===== src/rtl/vpu_dst_port_v2.sv =====
// vpu_dst_port_v2: buffered write-back port turning lane beats into strided, lane-masked SRAM writes
module vpu_dst_port_v2 #(
   parameter int VLANE_CNT     = 8,
   parameter int OPERAND_WIDTH = 32,
   parameter int ADDR_WIDTH    = 16,
   parameter int LEN_WIDTH     = 16,
   parameter int FIFO_DEPTH    = 4
) (
   input  logic                               clk,
   input  logic                               rst,
   input  logic                               reset_cmd_i,
   input  logic                               req_valid_i,
   output logic                               req_ready_o,
   input  logic [ADDR_WIDTH-1:0]              req_base_addr_i,
   input  logic [ADDR_WIDTH-1:0]              req_stride_i,
   input  logic [LEN_WIDTH-1:0]               req_len_i,
   input  logic [VLANE_CNT-1:0]               req_lane_mask_i,
   input  logic                               wb_valid_i,
   output logic                               wb_ready_o,
   input  logic [OPERAND_WIDTH*VLANE_CNT-1:0] wb_data_i,
   output logic                               sram_wren_o,
   input  logic                               sram_wready_i,
   output logic [ADDR_WIDTH-1:0]              sram_waddr_o,
   output logic [OPERAND_WIDTH*VLANE_CNT-1:0] sram_wdata_o,
   output logic [OPERAND_WIDTH*VLANE_CNT/8-1:0] sram_wbe_o,
   output logic                               busy_o,
   output logic                               done_o,
   output logic                               err_o
);
   localparam int DW  = OPERAND_WIDTH*VLANE_CNT;
   localparam int BW  = DW/8;
   localparam int BPL = OPERAND_WIDTH/8;
   localparam int PW  = $clog2(FIFO_DEPTH);
   typedef enum logic [1:0] {IDLE, RUN, DONE} state_t;
   state_t r_state, w_next;
   logic [ADDR_WIDTH-1:0] r_addr, r_stride;
   logic [LEN_WIDTH-1:0]  r_len, r_acc_cnt, r_wr_cnt;
   logic [VLANE_CNT-1:0]  r_mask;
   logic [DW-1:0]         r_fifo [FIFO_DEPTH];
   logic [PW:0]           r_wptr, r_rptr;
   logic                  r_err;
   logic                  w_run, w_empty, w_full, w_req, w_push, w_pop, w_last;
   logic [BW-1:0]         w_wbe;
   assign w_run   = r_state == RUN;
   assign w_empty = r_wptr == r_rptr;
   assign w_full  = (r_wptr[PW] != r_rptr[PW]) && (r_wptr[PW-1:0] == r_rptr[PW-1:0]);
   assign w_req   = req_valid_i && req_ready_o;
   assign w_push  = wb_valid_i && wb_ready_o;
   assign w_pop   = sram_wren_o && sram_wready_i;
   assign w_last  = w_pop && (r_wr_cnt == r_len - LEN_WIDTH'(1));
   genvar i;
   for (i = 0; i < VLANE_CNT; i++) begin : g_wbe
      assign w_wbe[i*BPL +: BPL] = {BPL{r_mask[i]}};
   end
   assign req_ready_o  = !w_run;
   assign wb_ready_o   = w_run && !w_full && (r_acc_cnt < r_len);
   assign sram_wren_o  = w_run && !w_empty;
   assign sram_waddr_o = r_addr;
   assign sram_wdata_o = sram_wren_o ? r_fifo[r_rptr[PW-1:0]] : '0;
   assign sram_wbe_o   = sram_wren_o ? w_wbe : '0;
   assign busy_o       = w_run;
   assign done_o       = r_state == DONE;
   assign err_o        = r_err;
   // state register
   always_ff @(posedge clk)
      r_state <= rst ? IDLE : w_next;
   // next state: soft reset wins, then request acceptance, then final write
   always_comb begin
      w_next = r_state;
      if (reset_cmd_i)
         w_next = IDLE;
      else if (w_req)
         w_next = (req_len_i != '0) ? RUN : DONE;
      else if (w_last)
         w_next = DONE;
   end
   // request latching, fifo pointers, beat/write counters, address walk and sticky error
   always_ff @(posedge clk) begin
      if (rst || reset_cmd_i) begin
         r_addr    <= '0;
         r_stride  <= '0;
         r_len     <= '0;
         r_mask    <= '0;
         r_acc_cnt <= '0;
         r_wr_cnt  <= '0;
         r_wptr    <= '0;
         r_rptr    <= '0;
         r_err     <= 1'b0;
      end else begin
         if (w_req) begin
            r_addr    <= req_base_addr_i;
            r_stride  <= req_stride_i;
            r_len     <= req_len_i;
            r_mask    <= req_lane_mask_i;
            r_acc_cnt <= '0;
            r_wr_cnt  <= '0;
         end
         if (w_push) begin
            r_wptr    <= r_wptr + 1'b1;
            r_acc_cnt <= r_acc_cnt + LEN_WIDTH'(1);
         end
         if (w_pop) begin
            r_rptr   <= r_rptr + 1'b1;
            r_wr_cnt <= r_wr_cnt + LEN_WIDTH'(1);
            r_addr   <= r_addr + r_stride;
         end
         if (wb_valid_i && !w_run)
            r_err <= 1'b1;
      end
   end
   // beat storage; contents are only visible through valid pointers so no reset needed
   always_ff @(posedge clk)
      if (w_push && !rst && !reset_cmd_i)
         r_fifo[r_wptr[PW-1:0]] <= wb_data_i;
endmodule


===== config.mk =====
export PLATFORM = sky130hd
export DESIGN_NAME = vpu_dst_port_v2
export DESIGN_NICKNAME = d
export VERILOG_FILES = /design/src/rtl/vpu_dst_port_v2.sv
export SDC_FILE = /design/constraint.sdc
export NUM_CORES = 1
export LEC_CHECK = 0
export ABC_AREA = 1
export BUFFER_PORTS_ARGS = -buffer_cell sky130_fd_sc_hd__buf_2
export CAP_MARGIN = 20
export CORE_MARGIN = 1
export CORE_UTILIZATION = 38
export CTS_BUF_LIST = sky130_fd_sc_hd__clkbuf_4 sky130_fd_sc_hd__clkbuf_8
export CTS_CLUSTER_SIZE = 12
export DETAILED_ROUTE_END_ITERATION = 6
export PLACE_DENSITY = 0.59
export RECOVER_POWER = 50
export SYNTH_ARGS = -nofsm -noshare
export SYNTH_HDL_FRONTEND = slang
export SYNTH_SLANG_ARGS = --single-unit

===== constraint.sdc =====
create_clock -name clk -period 13.28 [get_ports clk]
set_input_delay 0.664 -clock clk [delete_from_list [all_inputs] [get_ports clk]]
set_output_delay 0.664 -clock clk [all_outputs]
set_load 0.01 [all_outputs]

==> summary.md, run 1 <==
| Metric | Value |
|---|---|
| Result of the run | `finished, violations left` |
| Violations in the final reports | `max-capacitance violations, max-slew violations` |
| Routed Wire Length | `124.0 mm` |
| Cell Chain, Critical Path | `inv_1 -> ha_1 -> a21oi_1 -> nand3b_1 -> a21oi_1 -> nor2_1 -> nand3_1 -> clkbuf_1 -> nor2_1 -> nand2_1 -> clkinvlp_2 -> buf_4` |
| Hold Startpoint | `req_lane_mask_i[4]` |
| Maximum level of the CTS H-tree | `4` |
| Synthesized netlist net count | `4,276` |
| Top cells by area, synth | `sky130_fd_sc_hd__edfxtp_1 68%, sky130_fd_sc_hd__nor2_1 9.3%, sky130_fd_sc_hd__o21ai_0 6.4%` |
| Post-synth EDFFs | `1,024` |
| Antenna Violating Nets Remaining | `0` |
| Most common cell in the netlist | `sky130_fd_sc_hd__nor2_1` |
| List of most frequent post-synthesis cells | `1,130 x sky130_fd_sc_hd__nor2_1, 1,024 x sky130_fd_sc_hd__edfxtp_1, 578 x sky130_fd_sc_hd__o21ai_0` |
| Layout overhead on the synthesized area | `23.07%` |
| Vertical extent of the die | `347.7 um` |
| Hold path cells | `3` |
| Final-stage net count | `5,150` |
| Remaining design rule violation count | `0` |
| Placeable core area | `118,200 sq um` |
| Maximum root-to-sink buffer count | `3` |
| Per-cell routed wire length | `19.09 um` |
| Worst path required time | `13.77 ns` |
| Maximum vdd ir drop | `0.1048 mV` |
| Vias in the first global route | `31,907` |
| Average cell area after synthesis | `11.59 sq um` |
| First DRT Iteration DRCs | `2,440` |
| Reg-to-Reg End | `r_fifo[3][48]` |
| Period minus WS final | `7.986 ns` |
| Highest clock frequency the design can meet | `0.1252 GHz` |
| Layout cell share with drive strength beyond 1 | `0.1407` |
| Post-cts repair resize count | `0` |
| Largest net degree at the start of global routing | `207` |
| Power per Cell Area | `126.8 nW/um^2` |
| Overall fraction of global-route tracks in use | `0.2004` |
| Floorplan row count | `126` |
| Total clock buffers created by CTS | `184` |
| Hold violation count in the final report | `0` |
| Portion of synthesized cell area occupied by the leading cell type | `0.6769` |
| Worst Max-Slew Pin Slew | `4.485 ns` |
| Worst reg2reg path startpoint | `r_len[9]` |
| Global route total overflow | `0` |
| Setup repair after global routing missed its margin | `false` |
| Mean number of vias per cell | `5.020` |
| Core occupancy in the finished layout | `0.4728` |
| Detail Placement HPWL | `71.48 mm` |
| Max FO, Critical Path | `73` |
| Flop-to-flop setup slack | `5.29 ns` |
| Die width | `347.7 um` |
| Yosys reg bits | `1,123` |
| Global-route wire length before repair | `186.8 mm` |
| Worst EP arrival | `8.47 ns` |
| I/O pin cnt | `628` |
| First-pass DRT Iterations | `5` |
| Clock Root Buffer | `sky130_fd_sc_hd__clkbuf_8` |
| Pins Over Slew Limit | `226` |
| Slowest stage cell, crit path | `sky130_fd_sc_hd__clkinvlp_2` |
| Kind of launch point of the worst setup path | `flip-flop` |
| Number of maximum-capacitance violations | `4` |
| Clk pin slew, worst setup/hold paths | `0.06 ns` |
| Initial core utilization | `0.3842` |
| Category of the most critical setup path | `flip-flop to flip-flop` |
| Number of vias in the routed layout | `32,607` |
| Final GP Congestion | `0.8454` |
| Crit end category | `flip-flop` |
| Final setup fails | `0` |
| Post-CTS setup buffers | `0` |
| Hold path endpoint | `r_mask[4]` |
| Worst slew margin relative to its limit | `-2.006` |
| Yosys top cell by area | `sky130_fd_sc_hd__edfxtp_1` |
| Count of clock tree sinks | `1,123` |
| Number of antenna violations at the first check in global routing | `13` |
| Most used DFF post-synth | `sky130_fd_sc_hd__edfxtp_1` |
| Worst hold path class | `primary input to flip-flop` |
| Clock tree from TritonCTS | `built` |
| Area of the mapped netlist | `45,420 sq um` |
| Port Buf Inserts | `627` |
| Clock Latency Late Sink | `0.90 ns` |
| Post-synth cell types | `44` |
| Setup TNS after final layout | `0 ns` |
| Number of warnings printed during yosys synthesis | `0` |
| Hold slack | `0.1146 ns` |
| Static leakage | `20.24 nW` |
| Crit share post-route | `0.6014` |
| Area of the die | `120,900 sq um` |
| Sequential-to-total area share from yosys stat | `0.7206` |
| Crit-path max cell delay | `3.32 ns` |
| Skew final | `0.04380 ns` |
| Async set or reset register ratio after synthesis | `0` |
| Number of cells on the worst reg-to-reg path | `12` |
| Number of buffers inserted by hold repair at cts | `279` |
| Mapped Cells | `3,919` |
-- how the worst max path moves through the flow --
stage,start,to,slack [ns],cells after the start
final,r_len[9],r_fifo[3][48],5.29,12
after global routing,r_len[9],r_fifo[3][42],4.73,12
after CTS,flip-flop,sram_wdata_o[211],7.45,8
after detailed placement,flip-flop,sram_wdata_o[211],8.47,8
after global placement,flip-flop,sram_wdata_o[142],8.54,8
after floorplan,r_len[5],r_fifo[0][0],0.24,11
-- where the power goes --
group / internal [mW] / switching [mW]
clock network: 1.56 / 1.42
logic: 0.107 / 0.137
registers: 3.87 / 0.00785
total: 5.53 / 1.56
-- metal layers --
layer  GRT usage  wire, um  vias to the layer above
li1            -         -                    15526
met1      0.2534     51580                    15783
met2      0.3277     59930                     1090
met3     0.04927      8282                      204
met4     0.08406      4196                        4
met5           0        21                        -
-- critical path, delay by kind of cell, from the launching register on --
family / cells / cell delay, ns
AOI/OAI and AO/OA: 2 / 0.20
adders and majority gates: 1 / 0.32
buffers and inverters: 4 / 5.99
DFF: 1 / 0.35
and+or+nand+nor: 5 / 0.61
-- kinds of logic (layout without fill, tap and decap cells) --
group	count (synthesis)	count (layout)	synth area share
flops	1123	1123	0.7206
buf+inv	367	1394	0.03385
simple gates	1401	1401	0.1204
compound gates	954	954	0.1075
xor+xnor	35	35	0.006749
fa+ha+maj	39	39	0.01091
other cells	0	13	0
-- state kept, by name (all words and copies together), names as in the netlist, named ones only --
name / flops
err_o: 1
r_acc_cnt: 16
r_fifo: 1024
r_len: 16
r_mask: 8
r_rptr: 3
r_state: 2
r_stride: 16
r_wptr: 3
r_wr_cnt: 16
sram_waddr_o: 16
-- through the flow --
stage	power, mW	cells	worst slack (ns)	instance area [sq um]
after floorplan	4.025	3919	0.2370	45420
after global placement	4.125	5862	8.542	49770
after detailed placement	4.129	5862	8.467	49770
after CTS	7.184	6480	7.450	56210
after global routing	7.344	6495	4.726	55900
final	7.091	6495	5.294	55900
-- placed cells by master (no fill, tap or decap), types with 8 or more instances in the layout --
master and n:
sky130_fd_sc_hd__nor2_1 1127, sky130_fd_sc_hd__edfxtp_1 1024, sky130_fd_sc_hd__o21ai_0 578, sky130_fd_sc_hd__buf_2 351, sky130_fd_sc_hd__a21oi_1 340, sky130_fd_sc_hd__clkbuf_1 280
sky130_fd_sc_hd__dlygate4sd3_1 279, sky130_fd_sc_hd__clkbuf_8 190, sky130_fd_sc_hd__nand2_1 162, sky130_fd_sc_hd__inv_1 107, sky130_fd_sc_hd__dfxtp_1 97, sky130_fd_sc_hd__nand3_1 58
sky130_fd_sc_hd__clkinv_1 52, sky130_fd_sc_hd__clkbuf_4 52, sky130_fd_sc_hd__ha_1 38, sky130_fd_sc_hd__clkinv_2 27, sky130_fd_sc_hd__buf_4 24, sky130_fd_sc_hd__xor2_1 20
sky130_fd_sc_hd__xnor2_1 15, sky130_fd_sc_hd__diode_2 13, sky130_fd_sc_hd__nand4_1 11, sky130_fd_sc_hd__nor2_2 8, sky130_fd_sc_hd__nor3_1 8
-- layout make-up --
type	instances	area, sq um
Clock inverter	97	635.6
Fill cell	10773	62330
Antenna cell	13	32.53
Inverter	113	440.4
Sequential cell	1123	32740
Multi-Input combinational cell	2429	11170
Timing Repair Buffer	942	5956
Tap cell	1536	1922
Clock buffer	242	3005
No activity file was read; power rests on OpenSTA's default activity.
==> run 2, diff against run 1 <==
--- a/config.mk
+++ b/config.mk
@@ -13,7 +13,7 @@
 export CTS_BUF_LIST = sky130_fd_sc_hd__clkbuf_4 sky130_fd_sc_hd__clkbuf_8
 export CTS_CLUSTER_SIZE = 12
 export DETAILED_ROUTE_END_ITERATION = 6
-export PLACE_DENSITY = 0.59
+export PLACE_DENSITY = 0.57
 export RECOVER_POWER = 50
 export SYNTH_ARGS = -nofsm -noshare
 export SYNTH_HDL_FRONTEND = slang
==> constraint.sdc (replaced) <==
create_clock -name clk -period 7.62 [get_ports clk]
set_input_delay 0.381 -clock clk [delete_from_list [all_inputs] [get_ports clk]]
set_output_delay 0.381 -clock clk [all_outputs]
set_load 0.01 [all_outputs]
==> summary.md, run 2 (same netlist as run 1, synthesis figures left out) <==
| Metric | Value |
|---|---|
| Clock tree from TritonCTS | `built (unchanged)` |
| Max FO, Critical Path | `40 (was 73)` |
| Reg-to-Reg End | `r_fifo[0][138] (was r_fifo[3][48])` |
| Worst reg2reg path startpoint | `r_len[5] (was r_len[9])` |
| Final setup fails | `0 (unchanged)` |
| Clock Latency Late Sink | `0.92 ns (was 0.90 ns)` |
| Kind of launch point of the worst setup path | `flip-flop (unchanged)` |
| Highest-count cells in the layout ignoring fill and taps | `1,129 x sky130_fd_sc_hd__nor2_1, 1,024 x sky130_fd_sc_hd__edfxtp_1, 578 x sky130_fd_sc_hd__o21ai_0, 350 x sky130_fd_sc_hd__buf_2, 340 x sky130_fd_sc_hd__a21oi_1 (was 1,127 x sky130_fd_sc_hd__nor2_1, 1,024 x sky130_fd_sc_hd__edfxtp_1, 578 x sky130_fd_sc_hd__o21ai_0, 351 x sky130_fd_sc_hd__buf_2, 340 x sky130_fd_sc_hd__a21oi_1)` |
| Worst EP arrival | `5.61 ns (was 8.47 ns)` |
| First-pass DRT Iterations | `5 (unchanged)` |
| Global-route wire length before repair | `185.0 mm (was 186.8 mm)` |
| Setup repair after global routing missed its margin | `false (unchanged)` |
| Core occupancy in the finished layout | `0.4765 (was 0.4728)` |
| Skew final | `0.06020 ns (was 0.04380 ns)` |
| Routed Wire Length | `123.9 mm (was 124.0 mm)` |
| Vertical extent of the die | `347.7 um (unchanged)` |
| Highest clock frequency the design can meet | `0.1961 GHz (was 0.1252 GHz)` |
| Layout cell share with drive strength beyond 1 | `0.1389 (was 0.1407)` |
| Violations in the final reports | `max-capacitance violations, max-slew violations (unchanged)` |
| Global route total overflow | `0 (unchanged)` |
| Power per Cell Area | `222.1 nW/um^2 (was 126.8 nW/um^2)` |
| Overall fraction of global-route tracks in use | `0.1997 (was 0.2004)` |
| Least setup slack across all paths after layout | `2.520 ns (was 5.294 ns)` |
| Mean number of vias per cell | `4.932 (was 5.020)` |
| Most frequent standard cell in the layout excluding fill and tap cells | `sky130_fd_sc_hd__nor2_1 (unchanged)` |
| Period minus WS final | `5.100 ns (was 7.986 ns)` |
| Final-stage net count | `5,180 (was 5,150)` |
| Worst slew margin relative to its limit | `-0.9501 (was -2.006)` |
| Antenna Violating Nets Remaining | `0 (unchanged)` |
| Final GP Congestion | `0.8496 (was 0.8454)` |
| Count of clock tree sinks | `1,123 (unchanged)` |
| Maximum root-to-sink buffer count | `3 (unchanged)` |
| Hold Startpoint | `reset_cmd_i (was req_lane_mask_i[4])` |
| Remaining design rule violation count | `0 (unchanged)` |
| Post-place setup slack | `3.779 ns (was 8.467 ns)` |
| First DRT Iteration DRCs | `1,995 (was 2,440)` |
| Category of the most critical setup path | `flip-flop to flip-flop (unchanged)` |
| Worst path required time | `8.13 ns (was 13.77 ns)` |
| Number of maximum-capacitance violations | `4 (unchanged)` |
| I/O pin cnt | `628 (unchanged)` |
| Hold path cells | `5 (was 3)` |
| Number of vias in the routed layout | `32,164 (was 32,607)` |
| Number of cells on the worst reg-to-reg path | `11 (was 12)` |
| Result of the run | `finished, violations left (unchanged)` |
| Max reg flops | `1,024 (unchanged)` |
| Pins Over Slew Limit | `134 (was 226)` |
| Area of the die | `120,900 sq um (unchanged)` |
| Total clock buffers created by CTS | `188 (was 184)` |
| Worst Max-Slew Pin Slew | `2.914 ns (was 4.485 ns)` |
| Initial core utilization | `0.3842 (unchanged)` |
| Detail Placement HPWL | `69.96 mm (was 71.48 mm)` |
| Clk pin slew, worst setup/hold paths | `0.06 ns (about the same)` |
| Number of antenna violations at the first check in global routing | `25 (was 13)` |
| Worst hold path class | `primary input to flip-flop (unchanged)` |
| Flop-to-flop setup slack | `2.52 ns (was 5.29 ns)` |
| Per-cell routed wire length | `18.99 um (was 19.09 um)` |
| Post-CTS setup buffers | `0 (unchanged)` |
| Maximum vdd ir drop | `0.1899 mV (was 0.1048 mV)` |
| Port Buf Inserts | `627 (unchanged)` |
| Overall Power | `12.51 mW (was 7.091 mW)` |
| Setup TNS after final layout | `0 ns (unchanged)` |
| Die width | `347.7 um (unchanged)` |
| Crit end category | `flip-flop (unchanged)` |
| Vias in the first global route | `31,251 (was 31,907)` |
| Clock Root Buffer | `sky130_fd_sc_hd__clkbuf_8 (unchanged)` |
| Floorplan row count | `126 (unchanged)` |
| Hold violation count in the final report | `0 (unchanged)` |
| Static leakage | `20.41 nW (was 20.24 nW)` |
| Largest net degree at the start of global routing | `257 (was 207)` |
| Crit share post-route | `0.6693 (was 0.6014)` |
| Maximum level of the CTS H-tree | `4 (unchanged)` |
| Hold path endpoint | `sram_waddr_o[6] (was r_mask[4])` |
| Placeable core area | `118,200 sq um (unchanged)` |
| Layout overhead on the synthesized area | `24.04% (was 23.07%)` |
-- run 2: cell types whose count changed in the layout (fill, tap and decap cells not counted), moves of 3 or more --
cell	delta
sky130_fd_sc_hd__dlygate4sd3_1	+35
sky130_fd_sc_hd__buf_4	-14
sky130_fd_sc_hd__clkbuf_4	+13
sky130_fd_sc_hd__clkinv_2	-12
sky130_fd_sc_hd__clkinv_1	-11
sky130_fd_sc_hd__buf_12	+8
sky130_fd_sc_hd__diode_2	+7
sky130_fd_sc_hd__bufinv_16	+4
sky130_fd_sc_hd__clkbuf_8	+3
-- run 2: area by class of cell --
| cell class | instances | area, sq um |
|---|---|---|
| fill | 10841 | 61890 |
| sequential | 1123 | 32740 |
| multi-input combinational | 2429 | 11160 |
| timing repair buffer | 968 | 6301 |
| clock buffer | 258 | 3144 |
| tap | 1536 | 1922 |
| clock inverter | 75 | 589.3 |
| inverter | 113 | 440.4 |
| antenna | 20 | 50.05 |
-- run 2: worst max path at each step --
stage                         start  depth (start not counted)           endpoint
after floorplan            r_len[5]                         11       r_fifo[0][0]
after global placement     r_len[5]                         11     r_fifo[1][110]
after detailed placement   r_len[5]                         11     r_fifo[1][105]
after CTS                 flip-flop                          7  sram_wdata_o[201]
after global routing       r_len[5]                         11     r_fifo[0][138]
final                      r_len[5]                         11     r_fifo[0][138]
-- run 2: layer usage --
metal | track usage | share of wire | up-vias
met5 | 0 | 0.00076 | -
met4 | 0.07624 | 0.029 | 16
met3 | 0.05413 | 0.066 | 218
met2 | 0.3354 | 0.49 | 927
met1 | 0.2444 | 0.42 | 15415
li1 | - | - | 15588
-- run 2: repair_timing --
item / in CTS / in global routing
gates resized for setup: 0 / 0
hold endpoints to repair: 1086 / 0
hold buffers: 314 / 0
-- run 2: metrics by stage --
stage	instance area (sq um)	hold WS, ns	std cells
after floorplan	45430	0.4300	3919
final	56340	0.1906	6522
after global routing	56330	0.1643	6516
after CTS	56700	0.04930	6502
after detailed placement	49820	0.4496	5855
after global placement	49820	0.4392	5855
-- run 2: report_power, final --
part	total, mW	switching, mW	internal, mW	leakage, nW
Combinational	0.436	0.238	0.198	8.43
Sequential	6.75	0.0132	6.74	10.0
Clock	5.32	2.41	2.91	1.97
Total	12.5	2.66	9.85	20.4
-- run 2: critical path, stage by stage, from the launching register on --
cell and delay (ns):
sky130_fd_sc_hd__dfxtp_1 0.37, sky130_fd_sc_hd__inv_1 0.09, sky130_fd_sc_hd__ha_1 0.31, sky130_fd_sc_hd__a21oi_1 0.16, sky130_fd_sc_hd__nor2_1 0.05, sky130_fd_sc_hd__a211oi_1 0.17, sky130_fd_sc_hd__nand2_1 0.09, sky130_fd_sc_hd__nand2_1 0.08
sky130_fd_sc_hd__and2_0 0.26, sky130_fd_sc_hd__nand3_1 0.16, sky130_fd_sc_hd__nor2_1 2.17, sky130_fd_sc_hd__buf_4 0.77
